==> src/rtl/blit_cmd_queue.sv <==
// ----------------------------------------------------------------------------
// blit_cmd_queue
//   Command queue feeding blit_command. The CPU assembles a 96-bit command
//   from three 32-bit register writes: ARG1 and ARG2 load staging registers,
//   and a write to CMD pushes {arg2, arg1, wdata} into a FIFO. The FIFO head
//   is presented first-word-fall-through on cmd/cmd_valid and is popped by a
//   one-cycle next_cmd pulse. A STATUS register exposes fill level, sticky
//   overflow and a combined idle indication, and supports clear/flush.
// ----------------------------------------------------------------------------
module blit_cmd_queue #(
    parameter int DEPTH_LOG2 = 4
) (
    input  logic        clock,
    input  logic        reset,
    input  logic        cpu_valid,
    input  logic        cpu_write,
    input  logic [1:0]  cpu_addr,
    input  logic [31:0] cpu_wdata,
    output logic [31:0] cpu_rdata,
    output logic        cpu_ack,
    output logic [95:0] cmd,
    output logic        cmd_valid,
    input  logic        next_cmd,
    input  logic        blit_idle
);

    localparam int DEPTH = 2 ** DEPTH_LOG2;
    localparam int CW    = DEPTH_LOG2 + 1;

    // Bit positions inside a STATUS write.
    localparam int STAT_CLR_OVF_BIT = 18;
    localparam int STAT_FLUSH_BIT   = 31;

    // CPU register map.
    typedef enum logic [1:0] {
        ADDR_ARG1   = 2'd0,
        ADDR_ARG2   = 2'd1,
        ADDR_CMD    = 2'd2,
        ADDR_STATUS = 2'd3
    } addr_e;

    // STATUS read layout, most significant field first.
    typedef struct packed {
        logic [11:0] zero;
        logic        idle;
        logic        overflow;
        logic        full;
        logic        empty;
        logic [15:0] count;
    } status_t;

    // ------------------------------------------------------------------
    // State
    // ------------------------------------------------------------------
    logic [95:0]           r_mem [DEPTH];
    logic [DEPTH_LOG2-1:0] r_rd_ptr;
    logic [DEPTH_LOG2-1:0] r_wr_ptr;
    logic [CW-1:0]         r_count;
    logic                  r_overflow;
    logic [31:0]           r_arg1;
    logic [31:0]           r_arg2;
    logic                  r_ack;
    logic [31:0]           r_rdata;

    // ------------------------------------------------------------------
    // Decode
    // ------------------------------------------------------------------
    addr_e   w_addr;
    logic    w_wr;
    logic    w_rd;
    logic    w_push_req;
    logic    w_stat_wr;
    logic    w_flush;
    logic    w_clr_ovf;
    logic    w_empty;
    logic    w_full;
    logic    w_pop;
    logic    w_push;
    logic    w_ovf_set;
    status_t w_status;
    logic [31:0] w_rd_data;

    assign w_addr     = addr_e'(cpu_addr);
    assign w_wr       = cpu_valid && cpu_write;
    assign w_rd       = cpu_valid && !cpu_write;
    assign w_push_req = w_wr && (w_addr == ADDR_CMD);
    assign w_stat_wr  = w_wr && (w_addr == ADDR_STATUS);
    assign w_flush    = w_stat_wr && cpu_wdata[STAT_FLUSH_BIT];
    assign w_clr_ovf  = w_stat_wr && cpu_wdata[STAT_CLR_OVF_BIT];

    assign w_empty    = (r_count == '0);
    assign w_full     = (r_count == CW'(DEPTH));

    // A flush retires everything, so a coincident pop has nothing to act on.
    assign w_pop      = next_cmd && !w_empty && !w_flush;

    // When full, a same-cycle pop frees the slot the push lands in.
    assign w_push     = w_push_req && (!w_full || w_pop);
    assign w_ovf_set  = w_push_req && w_full && !w_pop;

    assign w_status.zero     = '0;
    assign w_status.idle     = w_empty && blit_idle;
    assign w_status.overflow = r_overflow;
    assign w_status.full     = w_full;
    assign w_status.empty    = w_empty;
    assign w_status.count    = 16'(r_count);

    // Select read data from the pre-access register state.
    always_comb begin
        // NOTE: default assignment first so no path leaves w_rd_data unassigned (no latch).
        w_rd_data = '0;
        case (w_addr)
            ADDR_ARG1:   w_rd_data = r_arg1;
            ADDR_ARG2:   w_rd_data = r_arg2;
            ADDR_CMD:    w_rd_data = '0;
            ADDR_STATUS: w_rd_data = w_status;
            default:     w_rd_data = '0;
        endcase
    end

    // ------------------------------------------------------------------
    // Command storage
    // ------------------------------------------------------------------

    // Write the assembled command into the slot at the write pointer.
    always_ff @(posedge clock) begin
        // NOTE: the RAM has no reset; only the pointers/count decide what is valid.
        if (w_push) begin
            r_mem[r_wr_ptr] <= {r_arg2, r_arg1, cpu_wdata};
        end
    end

    // Head of queue falls through combinationally; undefined while empty.
    assign cmd       = r_mem[r_rd_ptr];
    assign cmd_valid = !w_empty;

    // ------------------------------------------------------------------
    // Control
    // ------------------------------------------------------------------

    // Pointer and occupancy bookkeeping, including flush.
    always_ff @(posedge clock) begin
        // NOTE: non-blocking assignments so every register samples pre-edge values.
        if (reset) begin
            r_rd_ptr <= '0;
            r_wr_ptr <= '0;
            r_count  <= '0;
        end else if (w_flush) begin
            r_rd_ptr <= r_wr_ptr;
            r_count  <= '0;
        end else begin
            if (w_pop) begin
                r_rd_ptr <= r_rd_ptr + DEPTH_LOG2'(1);
            end
            if (w_push) begin
                r_wr_ptr <= r_wr_ptr + DEPTH_LOG2'(1);
            end
            if (w_push && !w_pop) begin
                r_count <= r_count + CW'(1);
            end else if (w_pop && !w_push) begin
                r_count <= r_count - CW'(1);
            end
        end
    end

    // Sticky overflow flag; a set in the same cycle as a clear wins.
    always_ff @(posedge clock) begin
        if (reset) begin
            r_overflow <= 1'b0;
        end else if (w_ovf_set) begin
            r_overflow <= 1'b1;
        end else if (w_clr_ovf) begin
            r_overflow <= 1'b0;
        end
    end

    // Argument staging registers; values persist across pushes.
    always_ff @(posedge clock) begin
        if (reset) begin
            r_arg1 <= '0;
            r_arg2 <= '0;
        end else if (w_wr) begin
            if (w_addr == ADDR_ARG1) begin
                r_arg1 <= cpu_wdata;
            end
            if (w_addr == ADDR_ARG2) begin
                r_arg2 <= cpu_wdata;
            end
        end
    end

    // Registered bus response: ack one cycle after every request.
    always_ff @(posedge clock) begin
        if (reset) begin
            r_ack   <= 1'b0;
            r_rdata <= '0;
        end else begin
            r_ack   <= cpu_valid;
            r_rdata <= w_rd ? w_rd_data : '0;
        end
    end

    assign cpu_ack   = r_ack;
    assign cpu_rdata = r_rdata;

endmodule

==> config.mk <==
export PLATFORM = sky130hd
export DESIGN_NAME = blit_cmd_queue
export DESIGN_NICKNAME = d
export VERILOG_FILES = /design/src/rtl/blit_cmd_queue.sv
export SDC_FILE = /design/constraint.sdc
export NUM_CORES = 1
export LEC_CHECK = 0
export ABC_CLOCK_PERIOD_IN_PS = 13170
export CORE_AREA = 4 4 340 342
export CTS_CLUSTER_DIAMETER = 40
export CTS_CLUSTER_SIZE = 10
export DETAILED_ROUTE_END_ITERATION = 8
export DIE_AREA = 0 0 344 346
export DONT_BUFFER_PORTS = 1
export MAX_ROUTING_LAYER = met4
export PLACE_DENSITY = 0.7
export REMOVE_ABC_BUFFERS = 1
export SETUP_SLACK_MARGIN = 0.02
export SLEW_MARGIN = 15
export SYNTH_ARGS = -nofsm -noshare
export SYNTH_HDL_FRONTEND = slang
export SYNTH_SLANG_ARGS = --single-unit
==> constraint.sdc <==
create_clock -name clock -period 13.17 [get_ports clock]
set_input_delay 2.634 -clock clock [delete_from_list [all_inputs] [get_ports clock]]
set_output_delay 2.634 -clock clock [all_outputs]
set_load 0.005 [all_outputs]
### Word level (Yosys, flattened, before mapping)

Memory sizes are Yosys's and may differ from the RTL's. A register that Yosys moved wholly into a read port is not among the register bits.
Cells that the tools add are included.

* bits of input ports: 40
* memories: 1
* register bits: 111
* bits in writable memories: 1536
* word-level logic and storage cells: 61
* output and inout port bits: 130

* equal/unequal tests: 4
* bitwise operators: 2
* mux-type cells: 11
* reductions and logical operators: 31
* add/subtract/negate cells: 4

Memory list
* r_mem: depth 16, width 96, rd ports 1, clocked after Yosys merged registers in 1, write ports 1, line 55 `logic [95:0] r_mem [DEPTH];`

Operator list (count)
* $pmux 32 s4: 1
* $mux 4: 4
* $logic_and 1x1->1: 14
* $mux 5: 2
* $add 4x1->4 const B: 2
* $logic_not 1->1: 6
* $reduce_and 2->1: 3
* $reduce_bool 2->1: 3
* $add 5x1->5 const B: 1
* $eq 5x5->1 const B: 1
* $logic_not 5->1: 1
* $sub 5x1->5 const B: 1
* $eq 2x2->1 const B: 2
* $mux 1: 4
* $reduce_or 2->1: 2
* $eq 2x1->1 const B: 1
* $logic_not 2->1: 1
* $not 1->1: 2
* $logic_or 1x1->1: 1

### Logic depth before layout (Yosys ltp)

Gate-level depths: netlist (run 1).

* depth after elaboration: 11
* depth in mapped cells: 12
* depth with buffers taken out: 11

### Worst setup path before layout (run 1)

OpenSTA, ideal clock, no wires.

* path type: input-to-reg
* from: in cpu_addr[1]
* to: mem r_mem[11][0], enable pin
* setup slack: 2.703 ns
* stages: 4
* arrival time: 9.798 ns
* cells stage by stage: clkbuf_1 > and4b_1 > o211ai_1 > nor3_1

* cells in the longest elaborated chain, start to end: 9
* elaborated cells on any way between the ends: 11
* those cells by class: 2 x eq/ne; 2 x mux; 7 x reduce/logical

Ends and longest elaborated chain
* start, declared: line 17 `input logic [1:0] cpu_addr,`
* $eq 2x2->1: line 87 `assign w_stat_wr = w_wr && (w_addr == ADDR_STATUS);`
* $logic_and 1x1->1: line 87
* $logic_and 1x1->1: line 88 `assign w_flush = w_stat_wr && cpu_wdata[STAT_FLUSH_BIT];`
* $logic_not 1->1: line 95 `assign w_pop = next_cmd && !w_empty && !w_flush;`
* $logic_and 1x1->1: line 95
* $logic_or 1x1->1: line 98 `assign w_push = w_push_req && (!w_full || w_pop);`
* $logic_and 1x1->1 (*): line 98
* $mux 1 (*): line 128 `if (w_push) begin`
* $mux 1 (not written as such) (*): line 129 `r_mem[r_wr_ptr] <= {r_arg2, r_arg1, cpu_wdata};`
* end, declared: line 55

Every way passes the cells marked *; elsewhere a longest branch is shown, timed or not.

==> metrics.txt, run 1 <==
# TYPE chip_impl_metric gauge
chip_impl_info{name="critical-path-slowest-cell",value="sky130_fd_sc_hd__dfxtp_4"} 1
chip_impl_metric{name="fmax",unit="MHz"} 138
chip_impl_metric{name="peakVddDrop",unit="V"} 0.000139
chip_impl_info{name="min_path_type",value="flip-flop to flip-flop"} 1
chip_impl_metric{name="mappedNetlistArea",unit="sq um"} 61700
chip_impl_metric{name="grt_pass1_wl",unit="mm"} 213
chip_impl_metric{name="synth.avg_cell_area",unit="sq um"} 21.4
chip_impl_metric{name="required_time_worst_endpoint",unit="ns"} 10.54
chip_impl_metric{name="route.detailed.wl_per_inst",unit="um"} 31.8
chip_impl_info{name="worst_path_dominant_cell_family",value="buffers and inverters"} 1
chip_impl_metric{name="num_vias",unit=""} 30100
chip_impl_info{name="unrepaired_setup_endpoints_after_global_routing",value="no"} 1
chip_impl_metric{name="postSynth.asyncResetShare",unit="%"} 0
chip_impl_metric{name="grt_max_degree",unit=""} 123
chip_impl_metric{name="final_period_utilization",unit="%"} 55.1
chip_impl_metric{name="gp_congestion",unit=""} 0.742
chip_impl_metric{name="antenna-diode-count",unit=""} 0
chip_impl_metric{name="nets",unit=""} 3009
chip_impl_metric{name="io_port_bufs",unit=""} 0
chip_impl_metric{name="final.min_clock_period",unit="ns"} 7.26
chip_impl_metric{name="ant_nets",unit=""} 0
chip_impl_metric{name="cts.hold.buffers_added",unit=""} 0
chip_impl_metric{name="cts.htree.levels",unit=""} 4
chip_impl_metric{name="global_route.usage.total",unit="%"} 25.6
chip_impl_metric{name="final-max-slew-violation-count",unit=""} 0
chip_impl_metric{name="worst-path-max-fanout",unit=""} 122
chip_impl_metric{name="hold-worst-slack",unit="ns"} 0.497
chip_impl_metric{name="sequential_cell_area",unit="sq um"} 48400
chip_impl_metric{name="detailed_place_hpwl",unit="mm"} 68.6
chip_impl_info{name="crit_path_cell_trace",value="buf_12 > buf_12 > mux4_2 > a22oi_1 > nand2_1"} 1
chip_impl_info{name="setup.worst_path.end_class",value="output port"} 1
chip_impl_metric{name="power.static_leakage",unit="nW"} 21.4
chip_impl_metric{name="maximum_cell_stage_delay_along_the_critical_path",unit="ns"} 0.98
chip_impl_metric{name="worst_setup_hold_path_clk_slew",unit="ns"} 0.05
chip_impl_metric{name="synth_enable_flop_cells",unit=""} 1536
chip_impl_info{name="kind_of_start_point_of_the_critical_path",value="flip-flop"} 1
chip_impl_metric{name="worst_ep_arrival_time",unit="ns"} 4.63
chip_impl_metric{name="report.final.hold_viol_count",unit=""} 0
chip_impl_metric{name="max-clock-path-buffers",unit=""} 3
chip_impl_metric{name="transition_time_at_the_pin_with_the_least_slew_margin",unit="ns"} 1.13
chip_impl_info{name="ctsRootBufferMaster",value="sky130_fd_sc_hd__clkbuf_16"} 1
chip_impl_metric{name="postSynthRegisterBits",unit=""} 1651
chip_impl_info{name="run_status",value="completed"} 1
chip_impl_metric{name="syn2layout_area_growth",unit="%"} 12.2
chip_impl_metric{name="num-fill-cells",unit=""} 7563
chip_impl_metric{name="floorplan.initialDensity",unit="%"} 54.9
chip_impl_metric{name="floorplan.die_area",unit="sq um"} 119000
chip_impl_info{name="critPathMostFrequentCell",value="sky130_fd_sc_hd__buf_12"} 1
chip_impl_metric{name="cts.sinks",unit=""} 1651
chip_impl_metric{name="yosysWarningCount",unit=""} 0
chip_impl_metric{name="core_region_area",unit="sq um"} 112000
chip_impl_metric{name="detail_route.drc_violations",unit=""} 0
chip_impl_metric{name="finalWirelength",unit="mm"} 147
chip_impl_metric{name="post_cts_buffers",unit=""} 0
chip_impl_metric{name="drive_above_1_share",unit="%"} 22.6
chip_impl_metric{name="timing.setup.tns",unit="ns"} 0
chip_impl_metric{name="dr.first_iter.drc_count",unit=""} 3995
chip_impl_metric{name="die_w",unit="um"} 344
chip_impl_info{name="cts_tree",value="done"} 1
chip_impl_metric{name="pwr_density_cell",unit="nW/um^2"} 175
chip_impl_metric{name="std_cell_rows",unit=""} 123
chip_impl_metric{name="finish.utilization",unit="%"} 61.7
chip_impl_info{name="worst-setup-path-type",value="flip-flop to output port"} 1
chip_impl_metric{name="vias_in_the_first_global_route",unit=""} 30700
chip_impl_metric{name="number_of_antenna_violations_at_the_first_check_in_global_routing",unit=""} 1
chip_impl_metric{name="drv_cap",unit=""} 0
chip_impl_metric{name="synth_sequential_area_ratio",unit="%"} 78.5
chip_impl_metric{name="insertion_delay",unit="ns"} 0.78
chip_impl_metric{name="finalSetupViolations",unit=""} 0
chip_impl_metric{name="timing.clock.skew",unit="ns"} 0.0210
chip_impl_metric{name="multi_input_area",unit="sq um"} 12700
chip_impl_metric{name="drt-vias-per-instance",unit=""} 6.51
chip_impl_metric{name="gr-total-overflow",unit=""} 0
chip_impl_metric{name="synth_cells",unit=""} 2881
chip_impl_metric{name="synth_cell_types",unit=""} 44
chip_impl_metric{name="slew_headroom",unit="%"} 24.6
chip_impl_metric{name="die_height",unit="um"} 346
chip_impl_metric{name="tritoncts.num_buffers",unit=""} 194
chip_impl_info{name="dominantRegCellSynth",value="sky130_fd_sc_hd__edfxtp_1"} 1
chip_impl_metric{name="worst-path-buf-inv",unit=""} 2
chip_impl_metric{name="dr.pass1.iters",unit=""} 5
chip_impl_metric{name="design.portCount",unit=""} 170
chip_impl_metric{name="cts.repair.resized",unit=""} 0
[layout by cell type, fill, tap and decap left out, types with 6 or more instances in the layout]
cell                           n
sky130_fd_sc_hd__mux4_2      384
sky130_fd_sc_hd__and3_4       13
sky130_fd_sc_hd__dfxtp_1     113
sky130_fd_sc_hd__nand3_1       7
sky130_fd_sc_hd__edfxtp_1   1536
sky130_fd_sc_hd__mux2_2        6
sky130_fd_sc_hd__ha_1         10
sky130_fd_sc_hd__nor2_1       50
sky130_fd_sc_hd__inv_6         7
sky130_fd_sc_hd__nand2_1     231
sky130_fd_sc_hd__clkbuf_16   199
sky130_fd_sc_hd__mux2i_1      25
sky130_fd_sc_hd__a21oi_1      73
sky130_fd_sc_hd__inv_1         9
sky130_fd_sc_hd__a22oi_1     198
sky130_fd_sc_hd__xor2_1        6
sky130_fd_sc_hd__clkbuf_8      6
sky130_fd_sc_hd__buf_4        46
sky130_fd_sc_hd__clkinv_2     10
sky130_fd_sc_hd__clkbuf_1    119
[kinds of logic after synthesis]
kind of cell | count (synthesis) | synth area share [%]
multiplexers | 415 | 14.5
AND/OR/NAND/NOR | 331 | 2.22
AO/OA/AOI/OAI | 288 | 3.21
buffers and inverters | 178 | 1.23
XOR/XNOR | 7 | 0.0994
adder cells (fa/ha/maj) | 11 | 0.235
flip-flops | 1651 | 78.5
[sequential cells by signal, summed over array words and instances (netlist names), named ones only]
signal / cells
r_mem: 1536
cpu_rdata: 32
r_arg1: 32
r_arg2: 32
r_count: 5
r_rd_ptr: 4
r_wr_ptr: 4
cpu_ack: 1
r_overflow: 1
[worst paths after layout]
kind,to,cells past startpoint,slack (ns),startpoint
hold / removal,r_overflow$_SDFFE_PP0P_,2,0.50,r_overflow$_SDFFE_PP0P_
setup / recovery,cmd[64],5,5.91,flip-flop
setup reg to reg,r_mem[6][10]$_DFFE_PP_,4,9.42,r_count[0]$_SDFFE_PP0P_
hold reg to reg,r_overflow$_SDFFE_PP0P_,2,0.50,r_overflow$_SDFFE_PP0P_
[power breakdown]
group	leakage, nW	internal [W]	switching (W)
Clock	2.80	0.00290	0.00199
Combinational	3.85	0.000754	0.000711
Sequential	14.8	0.00572	0.0000818
Total	21.4	0.00937	0.00278
[worst min-delay path: stages, from the launching register on]
cell                      delay (ns)
sky130_fd_sc_hd__dfxtp_1        0.33
sky130_fd_sc_hd__a32oi_1        0.06
sky130_fd_sc_hd__nor2_1         0.07
[cell type report]
cell class / instances / share of cell area, %
flip-flops and latches: 1651 / 69.9
well taps: 1500 / 2.71
repair buffers: 50 / 0.625
clock buffers: 324 / 7.95
inverters: 9 / 0.0488
multi-input cells: 1052 / 18.3
clock inverters: 29 / 0.471
[stage by stage]
stage / instance area (sq um) / power (W) / instances / setup slack [ns]
2_1_floorplan: 61000 / 0.00794 / 2712 / -6.37
3_3_place_gp: 63400 / 0.00738 / 4261 / 6.55
3_5_place_dp: 63400 / 0.00740 / 4261 / 6.51
4_1_cts: 69200 / 0.0122 / 4614 / 5.67
5_1_grt: 69300 / 0.0126 / 4615 / 5.36
6_report: 69300 / 0.0122 / 4615 / 5.91
[synth_stat cells, types with 2 or more instances]
cell | count | area, sq um
sky130_fd_sc_hd__nand3_1 | 8 | 40.0
sky130_fd_sc_hd__buf_2 | 49 | 245
sky130_fd_sc_hd__nor2b_1 | 7 | 43.8
sky130_fd_sc_hd__xor2_1 | 6 | 52.6
sky130_fd_sc_hd__ha_1 | 10 | 125
sky130_fd_sc_hd__dfxtp_1 | 115 | 2300
sky130_fd_sc_hd__nor2_1 | 52 | 195
sky130_fd_sc_hd__clkbuf_1 | 98 | 368
sky130_fd_sc_hd__a21oi_1 | 73 | 365
sky130_fd_sc_hd__edfxtp_1 | 1536 | 46100
sky130_fd_sc_hd__inv_1 | 9 | 33.8
sky130_fd_sc_hd__or2_2 | 2 | 12.5
sky130_fd_sc_hd__and3_1 | 15 | 93.8
sky130_fd_sc_hd__nand4_1 | 2 | 12.5
sky130_fd_sc_hd__o211ai_1 | 2 | 15.0
sky130_fd_sc_hd__nor3_1 | 3 | 15.0
sky130_fd_sc_hd__and2_1 | 2 | 12.5
sky130_fd_sc_hd__buf_6 | 4 | 45.0
sky130_fd_sc_hd__a211o_1 | 2 | 17.5
sky130_fd_sc_hd__a22oi_1 | 198 | 1490
sky130_fd_sc_hd__o21ai_0 | 2 | 10.0
sky130_fd_sc_hd__mux2i_1 | 25 | 250
sky130_fd_sc_hd__a211oi_1 | 4 | 30.0
sky130_fd_sc_hd__and4_1 | 2 | 17.5
sky130_fd_sc_hd__buf_1 | 18 | 67.6
sky130_fd_sc_hd__mux2_2 | 6 | 67.6
sky130_fd_sc_hd__mux4_2 | 384 | 8650
sky130_fd_sc_hd__nand2_1 | 231 | 867
[layer usage]
layer  global-route usage, %  vias up  routed length (um)
met2                    39.2     1650               71300
met1                    35.3    16000               56900
met5                       -        -                   0
met3                    6.32      229               15500
met4                    6.68        0                3140
li1                        -    12100                   -
No activity file was read; power rests on OpenSTA's default activity.
==> run 2, diff against run 1 <==
--- a/config.mk
+++ b/config.mk
@@ -5,7 +5,7 @@
 export SDC_FILE = /design/constraint.sdc
 export NUM_CORES = 1
 export LEC_CHECK = 0
-export ABC_CLOCK_PERIOD_IN_PS = 13170
+export ABC_CLOCK_PERIOD_IN_PS = 6830
 export CORE_AREA = 4 4 340 342
 export CTS_CLUSTER_DIAMETER = 40
 export CTS_CLUSTER_SIZE = 10
==> constraint.sdc (replaced) <==
create_clock -name clock -period 6.83 [get_ports clock]
set_input_delay 1.366 -clock clock [delete_from_list [all_inputs] [get_ports clock]]
set_output_delay 1.366 -clock clock [all_outputs]
set_load 0.005 [all_outputs]
==> run 2 against run 1 <==
Net effect:
- combinational power grew 98%
- register-to-register slack lost 5.8 ns
- clock skew grew 0.029 ns
- via count shrank 0.95%
- non-clock buffer count shrank 1
- worst setup slack lost 3.9 ns
- utilization grew 0.26 points
- global-route usage shrank 0.29 points
- clock power grew 95%
- critical path type unchanged
- highest routed layer unchanged
==> metrics.txt, run 2 (synthesized netlist as in run 1, its figures left out) <==
# TYPE chip_impl_metric gauge
chip_impl_info{name="run_status",value="completed"} 1
chip_impl_metric{name="power.static_leakage",unit="nW"} 21.5
chip_impl_info{name="min_path_type",value="flip-flop to flip-flop"} 1
chip_impl_metric{name="stdcell_count",unit=""} 4611
chip_impl_info{name="ctsRootBufferMaster",value="sky130_fd_sc_hd__clkbuf_16"} 1
chip_impl_info{name="final_cell_mix",value="1,536 x sky130_fd_sc_hd__edfxtp_1, 384 x sky130_fd_sc_hd__mux4_2, 231 x sky130_fd_sc_hd__nand2_1"} 1
chip_impl_metric{name="tritoncts.num_buffers",unit=""} 194
chip_impl_metric{name="timing.clock.skew",unit="ns"} 0.0497
chip_impl_metric{name="cts.hold.buffers_added",unit=""} 0
chip_impl_info{name="worst_path_dominant_cell_family",value="flip-flops"} 1
chip_impl_metric{name="grt_max_degree",unit=""} 145
chip_impl_metric{name="maximum_cell_stage_delay_along_the_critical_path",unit="ns"} 0.86
chip_impl_metric{name="gp_congestion",unit=""} 0.738
chip_impl_metric{name="final.min_clock_period",unit="ns"} 4.81
chip_impl_info{name="most_common_cell_after_layout_fill_and_taps_aside",value="sky130_fd_sc_hd__edfxtp_1"} 1
chip_impl_info{name="kind_of_start_point_of_the_critical_path",value="flip-flop"} 1
chip_impl_metric{name="route.detailed.wl_per_inst",unit="um"} 31.5
chip_impl_info{name="worst-setup-path-type",value="flip-flop to output port"} 1
chip_impl_metric{name="r2r_cells",unit=""} 4
chip_impl_metric{name="peakVddDrop",unit="V"} 0.000242
chip_impl_metric{name="detailed_place_hpwl",unit="mm"} 71.2
chip_impl_metric{name="drive_above_1_share",unit="%"} 22.7
chip_impl_metric{name="num-fill-cells",unit=""} 7422
chip_impl_metric{name="cts.htree.levels",unit=""} 4
chip_impl_metric{name="detail_route.drc_violations",unit=""} 0
chip_impl_metric{name="finalWirelength",unit="mm"} 145
chip_impl_metric{name="worst-path-buf-inv",unit=""} 1
chip_impl_info{name="unrepaired_setup_endpoints_after_global_routing",value="no"} 1
chip_impl_metric{name="final-max-slew-violation-count",unit=""} 0
chip_impl_info{name="registers.top_by_ff_count",value="r_mem"} 1
chip_impl_metric{name="finish.utilization",unit="%"} 61.9
chip_impl_metric{name="vias_in_the_first_global_route",unit=""} 30800
chip_impl_metric{name="crit_path_cell_count",unit=""} 4
chip_impl_metric{name="drt-vias-per-instance",unit=""} 6.46
chip_impl_metric{name="number_of_antenna_violations_at_the_first_check_in_global_routing",unit=""} 2
chip_impl_metric{name="gr-total-overflow",unit=""} 0
chip_impl_metric{name="antenna-diode-count",unit=""} 0
chip_impl_metric{name="fmax",unit="MHz"} 208
chip_impl_metric{name="pwr_density_cell",unit="nW/um^2"} 339
chip_impl_metric{name="final_period_utilization",unit="%"} 70.4
chip_impl_info{name="cts_tree",value="done"} 1
chip_impl_metric{name="core_region_area",unit="sq um"} 112000
chip_impl_metric{name="syn2layout_area_growth",unit="%"} 12.7
chip_impl_metric{name="ant_nets",unit=""} 0
chip_impl_info{name="critical-path-slowest-cell",value="sky130_fd_sc_hd__dfxtp_4"} 1
chip_impl_metric{name="floorplan.die_area",unit="sq um"} 119000
chip_impl_metric{name="required_time_worst_endpoint",unit="ns"} 5.46
chip_impl_metric{name="insertion_delay",unit="ns"} 0.78
chip_impl_metric{name="post_cts_buffers",unit=""} 0
chip_impl_metric{name="max-clock-path-buffers",unit=""} 3
chip_impl_info{name="setup.worst_path.end_class",value="output port"} 1
chip_impl_metric{name="die_w",unit="um"} 344
chip_impl_metric{name="std_cell_rows",unit=""} 123
chip_impl_metric{name="worst_ep_arrival_time",unit="ns"} 3.45
chip_impl_metric{name="worst-path-max-fanout",unit=""} 74
chip_impl_metric{name="transition_time_at_the_pin_with_the_least_slew_margin",unit="ns"} 1.06
chip_impl_metric{name="drv_cap",unit=""} 0
chip_impl_metric{name="report.final.hold_viol_count",unit=""} 0
chip_impl_metric{name="grt_pass1_wl",unit="mm"} 212
chip_impl_metric{name="largest_register_ffs",unit=""} 1536
chip_impl_info{name="crit_path_cell_trace",value="buf_12 > mux4_2 > a22oi_1 > nand2_1"} 1
chip_impl_metric{name="finalSetupViolations",unit=""} 0
chip_impl_metric{name="num_vias",unit=""} 29800
chip_impl_metric{name="nets",unit=""} 3008
chip_impl_metric{name="timing.setup.tns",unit="ns"} 0
chip_impl_metric{name="dr.first_iter.drc_count",unit=""} 3719
chip_impl_metric{name="place_inst",unit=""} 4261
chip_impl_metric{name="floorplan.initialDensity",unit="%"} 54.9
chip_impl_metric{name="dr.pass1.iters",unit=""} 6
chip_impl_metric{name="global_route.usage.total",unit="%"} 25.3
chip_impl_metric{name="io_port_bufs",unit=""} 0
chip_impl_metric{name="cts.sinks",unit=""} 1651
chip_impl_metric{name="design_power_total",unit="W"} 0.0236
chip_impl_metric{name="worst_setup_hold_path_clk_slew",unit="ns"} 0.05
chip_impl_metric{name="die_height",unit="um"} 346
chip_impl_metric{name="cts.repair.resized",unit=""} 0
chip_impl_metric{name="design.portCount",unit=""} 170
chip_impl_metric{name="slew_headroom",unit="%"} 29.0
chip_impl_metric{name="worst_hold_path.num_cells",unit=""} 2
-- run 2: changes by cell type in the layout (fill, tap and decap cells not counted), moves of 4 or more --
cell / change
sky130_fd_sc_hd__inv_6: -5
sky130_fd_sc_hd__buf_4: -16
sky130_fd_sc_hd__buf_12: +16
sky130_fd_sc_hd__clkbuf_1: -10
sky130_fd_sc_hd__inv_16: +4
sky130_fd_sc_hd__clkinv_16: +4
-- run 2: area by class of cell --
type	count	area, sq um	area share (%)
clock buffers	312	5410	7.78
clock inverters	38	543	0.781
inverters	9	33.8	0.0486
multi-input cells	1052	12700	18.2
flip-flops and latches	1651	48400	69.6
well taps	1500	1880	2.70
repair buffers	49	606	0.871
-- run 2: worst paths after layout --
kind / endpoint / from / slack (ns)
max: cmd[4] / flip-flop / 2.02
min: r_overflow$_SDFFE_PP0P_ / r_overflow$_SDFFE_PP0P_ / 0.54
max reg2reg: r_mem[5][29]$_DFFE_PP_ / r_count[0]$_SDFFE_PP0P_ / 3.65
min reg2reg: r_overflow$_SDFFE_PP0P_ / r_overflow$_SDFFE_PP0P_ / 0.54
-- run 2: per-layer routing --
layer	vias to the layer above	global-route usage (%)	share of wire (%)
met2	1456	39.6	50
met5	-	-	0
met4	0	5.56	1.6
met1	16000	34.8	39
met3	182	5.93	9.5
li1	12100	-	-
-- run 2: report_power, final --
part           total [W]  switching, W  internal, W
sequential        0.0112      0.000146       0.0110
combinational    0.00289       0.00143      0.00146
clock            0.00953       0.00390      0.00563
total             0.0236       0.00548       0.0181
-- run 2: worst register-to-register path: cells and delay by family (launching register included) --
kind,cells,cell delay (ns)
simple gates,2,1.10
buf+inv,1,0.64
compound gates,1,0.59
flops,1,0.42
-- run 2: per-stage QoR --
stage / worst slack (ns) / area [sq um] / hold WS (ns)
6_report: 2.02 / 69600 / 0.542
3_3_place_gp: 2.66 / 63600 / 0.480
2_1_floorplan: -11.44 / 61000 / 0.448
3_5_place_dp: 2.57 / 63600 / 0.519
5_1_grt: 1.78 / 69600 / 0.542
4_1_cts: 1.89 / 69600 / 0.530
